<file path="src/rtl/pipeline_ctrl_pkg.sv">
// Shared types and constants for the pipeline control unit.
// Holds the controller FSM states and the register-file zero index.
package pipeline_ctrl_pkg;

   typedef enum logic [1:0] {
      RUN  = 2'd0,
      WAIT = 2'd1,
      HALT = 2'd2
   } ctrl_state_e;

   localparam logic [4:0] REG_ZERO = 5'd0;

   // True when an ID source operand is actually read and names the given register.
   function automatic logic src_match(input logic       uses,
                                      input logic [4:0] src,
                                      input logic [4:0] dst);
      return uses && (src == dst);
   endfunction

endpackage

</file>
<file path="src/rtl/pipeline_ctrl_sat_counter.sv">
// Saturating up-counter with an increment strobe and a freeze input.
// Used for the stall and flush performance counters.
module sat_counter #(
   parameter int W = 16
) (
   input  logic         clk,
   input  logic         rst,
   input  logic         inc,
   input  logic         freeze,
   output logic [W-1:0] cnt
);

   localparam logic [W-1:0] CNT_MAX = '1;

   logic [W-1:0] cnt_q;
   logic [W-1:0] cnt_d;

   always_comb begin
      cnt_d = cnt_q;
      if (inc && !freeze && (cnt_q != CNT_MAX)) begin
         cnt_d = cnt_q + 1'b1;
      end
   end

   always_ff @(posedge clk or posedge rst) begin
      if (rst) begin
         cnt_q <= '0;
      end else begin
         cnt_q <= cnt_d;
      end
   end

   assign cnt = cnt_q;

endmodule

</file>
<file path="src/rtl/pipeline_ctrl.sv">
// Pipeline control unit: load-use, branch-flush and memory-stall handling for the
// five stage registers, with a memory-wait watchdog and saturating perf counters.
module pipeline_ctrl
   import pipeline_ctrl_pkg::*;
#(
   parameter int TIMEOUT = 64,
   parameter int CNT_W   = 16
) (
   input  logic             clk,
   input  logic             rst,
   input  logic [4:0]       id_rs1,
   input  logic [4:0]       id_rs2,
   input  logic             id_uses_rs1,
   input  logic             id_uses_rs2,
   input  logic [4:0]       ex_rd,
   input  logic             ex_mem_read,
   input  logic             ex_branch_taken,
   input  logic             mem_req,
   input  logic             mem_ready,
   output logic             pc_en,
   output logic             ifid_en,
   output logic             idex_en,
   output logic             exmem_en,
   output logic             memwb_en,
   output logic             ifid_clr,
   output logic             idex_clr,
   output logic             memwb_clr,
   output logic             halted,
   output logic [CNT_W-1:0] stall_cnt,
   output logic [CNT_W-1:0] flush_cnt
);

   localparam int WAIT_W = (TIMEOUT > 1) ? $clog2(TIMEOUT) : 1;
   localparam logic [WAIT_W-1:0] WAIT_LAST = WAIT_W'((TIMEOUT > 0) ? (TIMEOUT - 1) : 0);

   ctrl_state_e       state_q;
   ctrl_state_e       state_d;
   logic [WAIT_W-1:0] wait_cnt_q;
   logic [WAIT_W-1:0] wait_cnt_d;

   logic mstall;
   logic luse;
   logic stall_inc;
   logic flush_inc;
   logic in_halt;

   assign mstall = mem_req && !mem_ready;
   assign luse   = ex_mem_read && (ex_rd != REG_ZERO) &&
                   (src_match(id_uses_rs1, id_rs1, ex_rd) ||
                    src_match(id_uses_rs2, id_rs2, ex_rd));

   // The counter advances on the cycle the stall is seen, so HALT lands
   // after exactly TIMEOUT consecutive stalled cycles, counting from RUN.
   always_comb begin
      state_d    = state_q;
      wait_cnt_d = '0;
      case (state_q)
         HALT: begin
            state_d = HALT;
         end
         default: begin
            if (mstall) begin
               if ((TIMEOUT != 0) && (wait_cnt_q == WAIT_LAST)) begin
                  state_d = HALT;
               end else begin
                  state_d    = WAIT;
                  wait_cnt_d = wait_cnt_q + 1'b1;
               end
            end else begin
               state_d = RUN;
            end
         end
      endcase
   end

   always_ff @(posedge clk or posedge rst) begin
      if (rst) begin
         state_q    <= RUN;
         wait_cnt_q <= '0;
      end else begin
         state_q    <= state_d;
         wait_cnt_q <= wait_cnt_d;
      end
   end

   // Priority: HALT > memory stall > taken branch > load-use.
   // A branch held in a frozen EX is flushed only once mem_ready lifts the stall.
   always_comb begin
      pc_en     = 1'b1;
      ifid_en   = 1'b1;
      idex_en   = 1'b1;
      exmem_en  = 1'b1;
      memwb_en  = 1'b1;
      ifid_clr  = 1'b0;
      idex_clr  = 1'b0;
      memwb_clr = 1'b0;
      halted    = 1'b0;
      if (state_q == HALT) begin
         pc_en    = 1'b0;
         ifid_en  = 1'b0;
         idex_en  = 1'b0;
         exmem_en = 1'b0;
         memwb_en = 1'b0;
         halted   = 1'b1;
      end else if (mstall) begin
         pc_en     = 1'b0;
         ifid_en   = 1'b0;
         idex_en   = 1'b0;
         exmem_en  = 1'b0;
         memwb_clr = 1'b1;
      end else if (ex_branch_taken) begin
         ifid_clr = 1'b1;
         idex_clr = 1'b1;
      end else if (luse) begin
         pc_en    = 1'b0;
         ifid_en  = 1'b0;
         idex_clr = 1'b1;
      end
   end

   assign in_halt   = (state_q == HALT);
   assign stall_inc = !pc_en && !in_halt;
   assign flush_inc = ifid_clr;

   sat_counter #(
      .W (CNT_W)
   ) u_stall_cnt (
      .clk    (clk),
      .rst    (rst),
      .inc    (stall_inc),
      .freeze (in_halt),
      .cnt    (stall_cnt)
   );

   sat_counter #(
      .W (CNT_W)
   ) u_flush_cnt (
      .clk    (clk),
      .rst    (rst),
      .inc    (flush_inc),
      .freeze (in_halt),
      .cnt    (flush_cnt)
   );

endmodule

</file>
<file path="config.mk">
export PLATFORM = sky130hd
export DESIGN_NAME = pipeline_ctrl
export DESIGN_NICKNAME = d
export VERILOG_FILES = /design/src/rtl/pipeline_ctrl_pkg.sv /design/src/rtl/pipeline_ctrl_sat_counter.sv /design/src/rtl/pipeline_ctrl.sv
export SDC_FILE = /design/constraint.sdc
export NUM_CORES = 1
export LEC_CHECK = 0
export BUFFER_PORTS_ARGS = -buffer_cell sky130_fd_sc_hd__buf_2
export CAP_MARGIN = 20
export CORE_ASPECT_RATIO = 1.5
export CORE_UTILIZATION = 24
export DETAILED_ROUTE_END_ITERATION = 8
export PLACE_DENSITY = 0.42
export SLEW_MARGIN = 20
export SYNTH_ARGS = -nofsm -noshare
export SYNTH_HDL_FRONTEND = slang
export SYNTH_SLANG_ARGS = --single-unit
</file>
<file path="constraint.sdc">
create_clock -name clk -period 2.4 [get_ports clk]
set_input_delay 0.48 -clock clk [delete_from_list [all_inputs] [get_ports clk]]
set_output_delay 0.48 -clock clk [all_outputs]
set_load 0.01 [all_outputs]
</file>
# Word-level counts from Yosys, hierarchy flattened
# Index checks and enable logic that the tools add are counted.
# word_totals
ff_bits	40
out_inout_bits	41
inputBits	23
elab_cells	51
# classes
mux	23
addsub	3
n_reduce_logical	15
n_eq_ne	6
# ops
operator	count
16-bit by 1-bit adder with 16-bit output, second input constant	2
16-bit inequality test, second input constant	2
6-bit two-way mux	3
1-bit two-way mux	17
5-bit == test	2
1-bit logical AND	10
6-bit by 1-bit adder with 6-bit output, second input constant	1
6-bit == test, second input constant	1
2-bit two-way mux	3
5-bit nonzero test	1
1-bit zero test	3
2-bit == test, second input constant	1
1-bit logical OR	1

# Depth between registers and ports, before layout
# Gate-level depths: netlist (run 1).
# logic_depth
word_depth	12
mapped_depth	7
mapped_depth_nobuf	7

# Hierarchy
# A second synthesis (run 1) with hierarchy kept.
# unflattened
hier_cells	206
hier_area_um2	2188.3
# by_module_without_submodules
module	n_inst	area_each_um2	cells_each	seq_area_each_um2
sat_counter	2	822.0	74	400.4
pipeline_ctrl	1	544.3	58	200.2

# Least setup slack after synthesis (run 1)
# OpenSTA, ideal clock, no wires.
# synth_path
kind	input to output
from	input port ex_rd[1]
to	output port pc_en
path_stages	5
required_ps	1920
path_buffers	1
path_slack_ps	365
arrival_time_ps	1555
path_cell_list	or4_1 -> o21ai_1 -> nand2b_1 -> o21a_1 -> buf_4
# synth_via
elab_chain_cells	8
# synth_rtl
item	line_no	rtl
from (decl)	pipeline_ctrl.sv:15	input logic [4:0] ex_rd,
5-bit == test	pipeline_ctrl_pkg.sv:17	return uses && (src == dst);
1-bit logical AND	pipeline_ctrl_pkg.sv:17	
1-bit logical OR	pipeline_ctrl.sv:49	(src_match(id_uses_rs1, id_rs1, ex_rd) ||
1-bit logical AND *	pipeline_ctrl.sv:48	assign luse = ex_mem_read && (ex_rd != REG_ZERO) &&
1-bit two-way mux * (4 in series)	--	
to (decl)	pipeline_ctrl.sv:20	output logic pc_en,
# Mark *: on every way between the ends. The rest lies on a longest branch, timed or not.

# Worst setup path after layout (run 1)
# layout_path
from	input port ex_rd[1]
to	output port pc_en
# layout_via
elab_chain_cells	8
# layout_rtl
item	line_no	rtl
5-bit == test	pipeline_ctrl_pkg.sv:17	
1-bit logical AND	pipeline_ctrl_pkg.sv:17	
1-bit logical OR	pipeline_ctrl.sv:49	
1-bit logical AND *	pipeline_ctrl.sv:48	
1-bit two-way mux *	pipeline_ctrl.sv:114	end else if (luse) begin
1-bit two-way mux *	pipeline_ctrl.sv:111	end else if (ex_branch_taken) begin
1-bit two-way mux *	pipeline_ctrl.sv:105	end else if (mstall) begin
1-bit two-way mux *	pipeline_ctrl.sv:98	if (state_q == HALT) begin
# Marked as above.

==> results of run 1 <==
==> cell usage after synthesis (all sizes together) <==
library cell  count  area [sq um]
dfrtp            40          1000
xnor2            24           210
xor2             19           166
nand2            17          63.8
nand3            16          80.1
nor2             14          57.6
nor4              8          50.1
nand4             7          43.8
and3              6          37.5
inv               6          22.5
nor3              5          36.3
nand2b            4          27.5
buf               3          26.3
ha                3          37.5
mux2              3          37.5
a21boi            2          15.0
a21oi             2          21.3
nor3b             2          15.0
nor4b             2          17.5
o21ai             2          10.0
and4              1          8.76
nor2b             1          6.26
o21a              1          7.51
o22ai             1          6.26
or4               1          7.51
or4b              1          13.8
==> registers in the layout, summed over array words and instances, names as in the netlist <==
name             cells
state_q              2
u_flush_cnt.cnt     16
u_stall_cnt.cnt     16
wait_cnt_q           6
==> tightest hold or removal path, delay by kind of cell <==
kind     cells  cell delay (ps)
buf+inv      3              570
==> worst paths after layout <==
check | from | endpoint | slack [ps] | cells after the start
worst max-delay path | ex_rd[1] | pc_en | 240 | 6
worst min-delay path | rst | u_flush_cnt.cnt[14] | 320 | 3
worst max register to register | u_flush_cnt.cnt[0] | u_flush_cnt.cnt[1] | 450 | 5
worst min register to register | wait_cnt_q[0] | wait_cnt_q[0] | 470 | 1
max in group asynchronous | rst | u_flush_cnt.cnt[4] | 1720 | 3
min in group clk | mem_req | state_q[1] | 470 | 3
==> logic make-up (layout without fill, tap and decap cells) <==
family,Yosys count,after routing,synth area share [%]
AND/OR/NAND/NOR,85,85,23.0
AO/OA/AOI/OAI,8,8,2.96
adder cells (fa/ha/maj),3,3,1.85
flip-flops,40,40,49.4
XOR/XNOR,43,43,18.6
multiplexers,3,3,1.85
buffers and inverters,9,80,2.41
==> placed cells by master (no fill, tap or decap) <==
master / n
nor4_1: 8
nand4_1: 7
buf_2: 63
nor2b_1: 1
mux2_1: 1
a21boi_0: 2
nor3b_1: 2
a21oi_1: 1
nand2_1: 17
nand3_1: 16
and4_1: 1
mux2_2: 1
dfrtp_1: 40
clkinv_2: 2
clkbuf_16: 5
a21oi_4: 1
nand2b_2: 1
buf_4: 3
nor4b_1: 2
xnor2_1: 24
nor3_1: 4
o22ai_1: 1
o21a_1: 1
mux2_4: 1
nor3_4: 1
nor2_2: 2
clkbuf_8: 1
inv_1: 6
xor2_1: 19
nor2_1: 12
and3_1: 6
o21ai_0: 1
o21ai_1: 1
nand2b_1: 3
or4_1: 1
or4b_4: 1
ha_1: 3
==> layout make-up <==
| cell class | count | area, sq um | area share [%] |
|---|---|---|---|
| Inverter | 6 | 22.5 | 0.860 |
| Multi-Input combinational cell | 142 | 977 | 37.3 |
| Clock buffer | 6 | 139 | 5.30 |
| Clock inverter | 2 | 10.0 | 0.382 |
| Timing Repair Buffer | 66 | 338 | 12.9 |
| Tap cell | 105 | 131 | 5.02 |
| Sequential cell | 40 | 1000 | 38.2 |
==> per-stage QoR <==
stage / total power [mW] / area, sq um / setup WS [ps]
2_1_floorplan: 0.739 / 2030 / 365
3_3_place_gp: 0.779 / 2470 / 150
3_5_place_dp: 0.780 / 2470 / 128
4_1_cts: 1.46 / 2620 / 230
5_1_grt: 1.49 / 2620 / 129
6_report: 1.43 / 2620 / 237
==> metal layers <==
| layer | routed length (microns) | GRT usage (%) | vias to the layer above |
|---|---|---|---|
| met2 | 2300 | 19.8 | 49 |
| li1 | - | - | 798 |
| met4 | 104 | 5.66 | 0 |
| met3 | 202 | 2.39 | 6 |
| met5 | 0 | 0 | - |
| met1 | 1990 | 13.2 | 747 |
==> where the power goes <==
| part | switching, mW | internal (mW) |
|---|---|---|
| clock network | 0.257 | 0.409 |
| registers | 0.00821 | 0.681 |
| logic | 0.0405 | 0.0354 |
| total | 0.305 | 1.13 |
==> impl_metrics.env, run 1 <==
export IMPL_syn_area_per_cell_sq_um=10.6
export IMPL_hold_ws_ps=321
export IMPL_die_x_microns=77.0
export IMPL_drtPass1Iterations=4
export IMPL_io_buffers=63
export IMPL_dp_cells=359
export IMPL_path_cells="buf_2 > or4_1 > o21ai_1 > nand2b_1 > o21a_1 > buf_2"
export IMPL_cts_clk_slew_worst_paths_ps=60
export IMPL_vias=1600
export IMPL_insertion_delay_ps=280
export IMPL_grt_pass1_wl_microns=7760
export IMPL_ant_nets=0
export IMPL_syn_num_nets=217
export IMPL_synth_seq_cells=40
export IMPL_cp_top_family="simple AND/OR/NAND/NOR gates"
export IMPL_hold_buffers=0
export IMPL_yosysWarnings=0
export IMPL_peakVddDrop_v=0.000276
export IMPL_finalMaxSlewViolations=0
export IMPL_cts_made_buffers=5
export IMPL_grt_max_degree=41
export IMPL_ys_types=34
export IMPL_cp_arrival_ps=1680
export IMPL_boundaryPins=64
export IMPL_holdCritPathClass="input port to asynchronous set/reset pin"
export IMPL_cts_tree="built"
export IMPL_die_h_microns=115
export IMPL_ctsResizeCount=0
export IMPL_clockBufferDepth=2
export IMPL_fillCellCount=878
export IMPL_syn_area_sq_um=2030
export IMPL_status="completed"
export IMPL_cap_violations=0
export IMPL_antenna_found_initial=0
export IMPL_setup_viol=0
export IMPL_vias_per_cell=4.36
export IMPL_cts_htree_levels=2
export IMPL_min_period_over_period_pct=90.1
export IMPL_critPathLaunchType="input port"
export IMPL_ys_seq_area_share_pct=49.4
export IMPL_post_cts_setup_buffers=0
export IMPL_cp_buffers_inverters=2
export IMPL_clock_sinks=40
export IMPL_cp_slowest_cell="or4_1"
export IMPL_wirelength_microns=4600
export IMPL_row_count=40
export IMPL_dp_hpwl_microns=3490
export IMPL_utilization_pct=32.3
export IMPL_fin_crit_ps=2160
export IMPL_cpMostUsedCell="buf_2"
export IMPL_rsz0062_at_grt="false"
export IMPL_track_usage_pct=11.4
export IMPL_cp_data_required_time_ps=1920
export IMPL_clock_skew_ps=3.25
export IMPL_initial_utilization_pct=25.0
export IMPL_ctsRootBufferMaster="clkbuf_16"
export IMPL_core_sq_um=8110
export IMPL_antennaDiodeCount=0
export IMPL_end_kind="output pin"
export IMPL_powerDensity_nw_per_um2=546
export IMPL_layout_drive_gt1_share_pct=31.3
export IMPL_wl_per_cell_microns=12.5
export IMPL_grt_overflow=0
export IMPL_nNetsFinal=287
export IMPL_fin_tns_setup_ps=0
export IMPL_worstMarginPinSlew_ps=550
export IMPL_hold_viol=0
export IMPL_max_freq_mhz=462
export IMPL_dieArea_sq_um=8820
export IMPL_syn_inst=191
export IMPL_crit_path_max_incr_delay_ps=510
export IMPL_drt_iter0_drc=64
export IMPL_crit_type="input port to output pin"
export IMPL_grt_pass1_vias=1609
export IMPL_final_cells=367
export IMPL_drc=0
export IMPL_leakage_nw=1.34
export IMPL_place_congestion=0.734
export IMPL_area_growth_synth_to_final_pct=29.2
export IMPL_critPathMaxFanout=3
export IMPL_relSlewSlack_pct=63.0
Power figures use the tool's default switching activity.
==> run 2: changes to the inputs <==
SETUP_SLACK_MARGIN = 0.4   (was not set)
==> impl_metrics.env, run 2 (synthesis gave the netlist of run 1 again) <==
export IMPL_status="completed"
export IMPL_clock_sinks=40
export IMPL_swShare_pct=20.9
export IMPL_critPathMaxFanout=3
export IMPL_multiInputGateArea_sq_um=1030
export IMPL_drtPass1Iterations=4
export IMPL_crit_path_max_incr_delay_ps=530
export IMPL_hold_viol=0
export IMPL_antennaDiodeCount=0
export IMPL_switching_power_mw=0.301
export IMPL_hold_buffers=0
export IMPL_vias_per_cell=4.42
export IMPL_io_buffers=63
export IMPL_grt_max_degree=41
export IMPL_cap_violations=0
export IMPL_dp_hpwl_microns=3500
export IMPL_drt_iter0_drc=35
export IMPL_leakage_nw=1.38
export IMPL_fillCellCount=878
export IMPL_fin_crit_ps=2120
export IMPL_clockPowerShare_pct=46.2
export IMPL_antenna_found_initial=0
export IMPL_relSlewSlack_pct=63.2
export IMPL_seq_power_share_pct=47.9
export IMPL_vias=1648
export IMPL_boundaryPins=64
export IMPL_clockBufferDepth=2
export IMPL_cts_made_buffers=5
export IMPL_row_count=40
export IMPL_ctsRootBufferMaster="clkbuf_16"
export IMPL_dieArea_sq_um=8820
export IMPL_crit_type="input port to output pin"
export IMPL_end_kind="output pin"
export IMPL_finalMaxSlewViolations=0
export IMPL_worstMarginPinSlew_ps=547
export IMPL_cts_tree="built"
export IMPL_min_period_over_period_pct=88.4
export IMPL_powerDensity_nw_per_um2=529
export IMPL_wl_per_cell_microns=12.6
export IMPL_peakVddDrop_v=0.000271
export IMPL_nNetsFinal=293
export IMPL_critPathLaunchType="input port"
export IMPL_max_freq_mhz=471
export IMPL_track_usage_pct=11.2
export IMPL_cp_data_required_time_ps=1920
export IMPL_ant_nets=0
export IMPL_die_h_microns=115
export IMPL_wirelength_microns=4710
export IMPL_initial_utilization_pct=25.0
export IMPL_layout_commonest_cell="buf_2"
export IMPL_cts_htree_levels=2
export IMPL_path_cells="buf_8 > or4_4 > o21ai_4 > nand2b_4 > o21a_1 > buf_2"
export IMPL_core_sq_um=8110
export IMPL_place_congestion=0.734
export IMPL_p_int_mw=1.14
export IMPL_most_common_layout_cells="buf_2, dfrtp_1, xnor2_1"
export IMPL_register_area_sq_um=1000
export IMPL_clock_skew_ps=3.70
export IMPL_insertion_delay_ps=280
export IMPL_share_comb_of_total_power_pct=5.9
export IMPL_cts_clk_slew_worst_paths_ps=60
export IMPL_grt_pass1_vias=1639
export IMPL_fin_tns_setup_ps=0
export IMPL_layout_drive_gt1_share_pct=34.3
export IMPL_rsz0062_at_grt="true"
export IMPL_drc=0
export IMPL_setup_viol=0
export IMPL_utilization_pct=33.5
export IMPL_cp_arrival_ps=1640
export IMPL_area_growth_synth_to_final_pct=34.1
export IMPL_grt_overflow=0
export IMPL_holdCritPathClass="input port to asynchronous set/reset pin"
export IMPL_cp_slowest_cell="or4_4"
export IMPL_grt_pass1_wl_microns=7740
export IMPL_die_x_microns=77.0
[run 2: repair_timing]
action,CTS,global route
cloned,0,1
setup endpoints to repair,3,22
setup buffers,1,4
gates resized for setup,7,5
pin swaps,0,2
[run 2: power groups by stage]
stage / Sequential, mW / Clock [mW] / Combinational [mW]
2_1_floorplan: 0.702 / 0 / 0.0363
3_3_place_gp: 0.701 / 0 / 0.0783
3_5_place_dp: 0.701 / 0 / 0.0786
4_1_cts: 0.689 / 0.691 / 0.0856
5_1_grt: 0.690 / 0.709 / 0.0944
6_report: 0.689 / 0.664 / 0.0845
[run 2: worst paths after layout]
kind	from	endpoint	slack, ps	cells past startpoint
min in group clk	wait_cnt_q[0]	wait_cnt_q[0]	470	1
max reg2reg	u_stall_cnt.cnt[7]	u_stall_cnt.cnt[1]	520	6
min reg2reg	wait_cnt_q[0]	wait_cnt_q[0]	470	1
max	ex_rd[1]	ifid_en	280	6
max in group asynchronous	rst	u_flush_cnt.cnt[2]	1720	3
min	rst	u_flush_cnt.cnt[14]	330	3
[run 2: layout make-up]
class / count / area share [%]
Tap cell: 105 / 4.83
Sequential cell: 40 / 36.8
Clock buffer: 8 / 5.38
Multi-Input combinational cell: 143 / 37.7
Timing Repair Buffer: 71 / 14.4
Inverter: 6 / 0.828
[run 2: stage by stage]
stage | std cells | hold WS [ps] | setup WS (ps) | cell area (sq um) | power (mW)
floorplan | 191 | 433 | 365 | 2030 | 0.739
global placement | 359 | 461 | 150 | 2470 | 0.779
detailed placement | 359 | 465 | 127 | 2470 | 0.780
CTS | 368 | 347 | 290 | 2660 | 1.47
global route | 373 | 374 | 238 | 2720 | 1.49
finish | 373 | 326 | 277 | 2720 | 1.44
[run 2: critical path, delay by kind of cell]
family | cells | cell delay [ps]
buf+inv | 2 | 230
compound gates | 2 | 260
simple gates | 2 | 670
[run 2: metal layers]
metal / up-vias / part of all wire (%) / global-route usage [%]
met4: 0 / 2.2 / 5.66
met1: 782 / 42 / 12.8
met5: - / 0 / 0
met2: 49 / 51 / 19.6
li1: 812 / - / -
met3: 5 / 4.4 / 2.63
==> run 3: changes to the inputs <==
BUFFER_PORTS_ARGS = -buffer_cell sky130_fd_sc_hd__clkbuf_2   (was -buffer_cell sky130_fd_sc_hd__buf_2)
==> impl_metrics.env, run 3 (synthesis gave the netlist of run 1 again) <==
export IMPL_status="completed"
export IMPL_grt_overflow=0
export IMPL_worstMarginPinSlew_ps=514
export IMPL_cp_arrival_ps=1620
export IMPL_die_h_microns=115
export IMPL_nNetsFinal=292
export IMPL_boundaryPins=64
export IMPL_clockBufferDepth=2
export IMPL_hold_viol=0
export IMPL_fin_crit_ps=2100
export IMPL_cts_made_buffers=5
export IMPL_finalMaxSlewViolations=0
export IMPL_max_freq_mhz=476
export IMPL_critPathMaxFanout=3
export IMPL_reg2reg_from="u_flush_cnt.cnt[0]"
export IMPL_min_period_over_period_pct=87.6
export IMPL_rsz0062_at_grt="true"
export IMPL_post_place_ws_ps=143
export IMPL_peakVddDrop_v=0.000284
export IMPL_layout_commonest_cell="clkbuf_2"
export IMPL_leakage_nw=1.37
export IMPL_final_cells=371
export IMPL_grt_pass1_vias=1636
export IMPL_place_area_sq_um=2470
export IMPL_seq_power_share_pct=47.0
export IMPL_clockPowerShare_pct=46.9
export IMPL_hold_buffers=0
export IMPL_most_common_layout_cells="clkbuf_2, dfrtp_1, xnor2_1"
export IMPL_crit_type="input port to output pin"
export IMPL_insertion_delay_ps=280
export IMPL_power_mw=1.47
export IMPL_vias=1663
export IMPL_drtPass1Iterations=4
export IMPL_fillCellCount=846
export IMPL_critPathLaunchType="input port"
export IMPL_share_comb_of_total_power_pct=6.1
export IMPL_wirelength_microns=4790
export IMPL_cts_tree="built"
export IMPL_relSlewSlack_pct=65.7
export IMPL_cts_clk_slew_worst_paths_ps=60
export IMPL_fin_tns_setup_ps=0
export IMPL_holdCritPathClass="input port to asynchronous set/reset pin"
export IMPL_grt_max_degree=41
export IMPL_final_area_sq_um=2740
export IMPL_setup_viol=0
export IMPL_row_count=40
export IMPL_area_growth_synth_to_final_pct=35.3
export IMPL_die_x_microns=77.0
export IMPL_ant_nets=0
export IMPL_multiInputGateArea_sq_um=1040
export IMPL_r2r_cells=7
export IMPL_p_int_mw=1.16
export IMPL_dp_cells=359
export IMPL_track_usage_pct=11.6
export IMPL_initial_utilization_pct=25.0
export IMPL_vias_per_cell=4.48
export IMPL_dieArea_sq_um=8820
export IMPL_wl_per_cell_microns=12.9
export IMPL_end_kind="output pin"
export IMPL_setup_ws_ps=298
export IMPL_register_area_sq_um=1000
export IMPL_grt_pass1_wl_microns=7760
export IMPL_clock_skew_ps=3.28
export IMPL_reg2reg_to="u_flush_cnt.cnt[15]"
export IMPL_cts_htree_levels=2
export IMPL_reg2reg_slack_ps=490
export IMPL_dp_hpwl_microns=3550
export IMPL_drc=0
export IMPL_hold_ws_ps=296
export IMPL_layout_drive_gt1_share_pct=36.1
export IMPL_drt_iter0_drc=104
export IMPL_antenna_found_initial=0
export IMPL_io_buffers=63
export IMPL_swShare_pct=20.9
export IMPL_powerDensity_nw_per_um2=535
export IMPL_clock_sinks=40
export IMPL_place_congestion=0.731
export IMPL_core_sq_um=8110
export IMPL_cp_data_required_time_ps=1920
export IMPL_switching_power_mw=0.307
export IMPL_cap_violations=0
export IMPL_antennaDiodeCount=0
export IMPL_ctsRootBufferMaster="clkbuf_16"
export IMPL_utilization_pct=33.8
-- run 3: cell count changes in the layout (fill, tap and decap cells not counted), moves of 2 or more --
| cell | delta |
|---|---|
| xnor2_2 | +2 |
| clkbuf_1 | -2 |
| buf_2 | -59 |
| clkbuf_2 | +59 |
| xnor2_1 | -2 |
-- run 3: worst max path at each step --
| stage | to | slack (ps) | startpoint |
|---|---|---|---|
| floorplan | pc_en | 360 | ex_rd[1] |
| global placement | u_stall_cnt.cnt[7] | 160 | ex_rd[1] |
| detailed placement | u_stall_cnt.cnt[7] | 140 | ex_rd[1] |
| CTS | pc_en | 260 | ex_rd[1] |
| global route | idex_clr | 250 | ex_rd[4] |
| finish | idex_clr | 300 | ex_rd[4] |
-- run 3: power by group through the flow --
stage | registers, mW | clock network (mW) | logic [mW]
detailed placement | 0.701 | 0 | 0.0790
CTS | 0.689 | 0.722 | 0.0853
global route | 0.690 | 0.743 | 0.0992
finish | 0.689 | 0.689 | 0.0897
global placement | 0.701 | 0 | 0.0782
floorplan | 0.702 | 0 | 0.0363
-- run 3: routing by layer --
| layer | up-vias | wire [microns] | global-route usage, % |
|---|---|---|---|
| met2 | 49 | 2590 | 20.7 |
| met1 | 796 | 1850 | 12.3 |
| met4 | 0 | 123 | 6.79 |
| met3 | 7 | 227 | 2.87 |
| li1 | 811 | - | - |
| met5 | - | 0 | 0 |
-- run 3: final cells by class --
class	instances	share of cell area [%]
repair buffers	71	14.3
clock buffers	7	5.57
multi-input cells	142	38.0
flip-flops and latches	40	36.5
inverters	6	0.821
well taps	105	4.79
-- run 3: critical path: stages --
cell and delay [ps]:
clkbuf_2 140, xnor2_2 160, nand4_1 180, o22ai_4 230
nand2b_4 70, a21boi_0 200, clkbuf_2 160
-- run 3: timing repair --
item	CTS	global route
pin swaps	0	4
resized for setup	5	15
buffers inserted	1	4
endpoints found under the setup margin	3	27
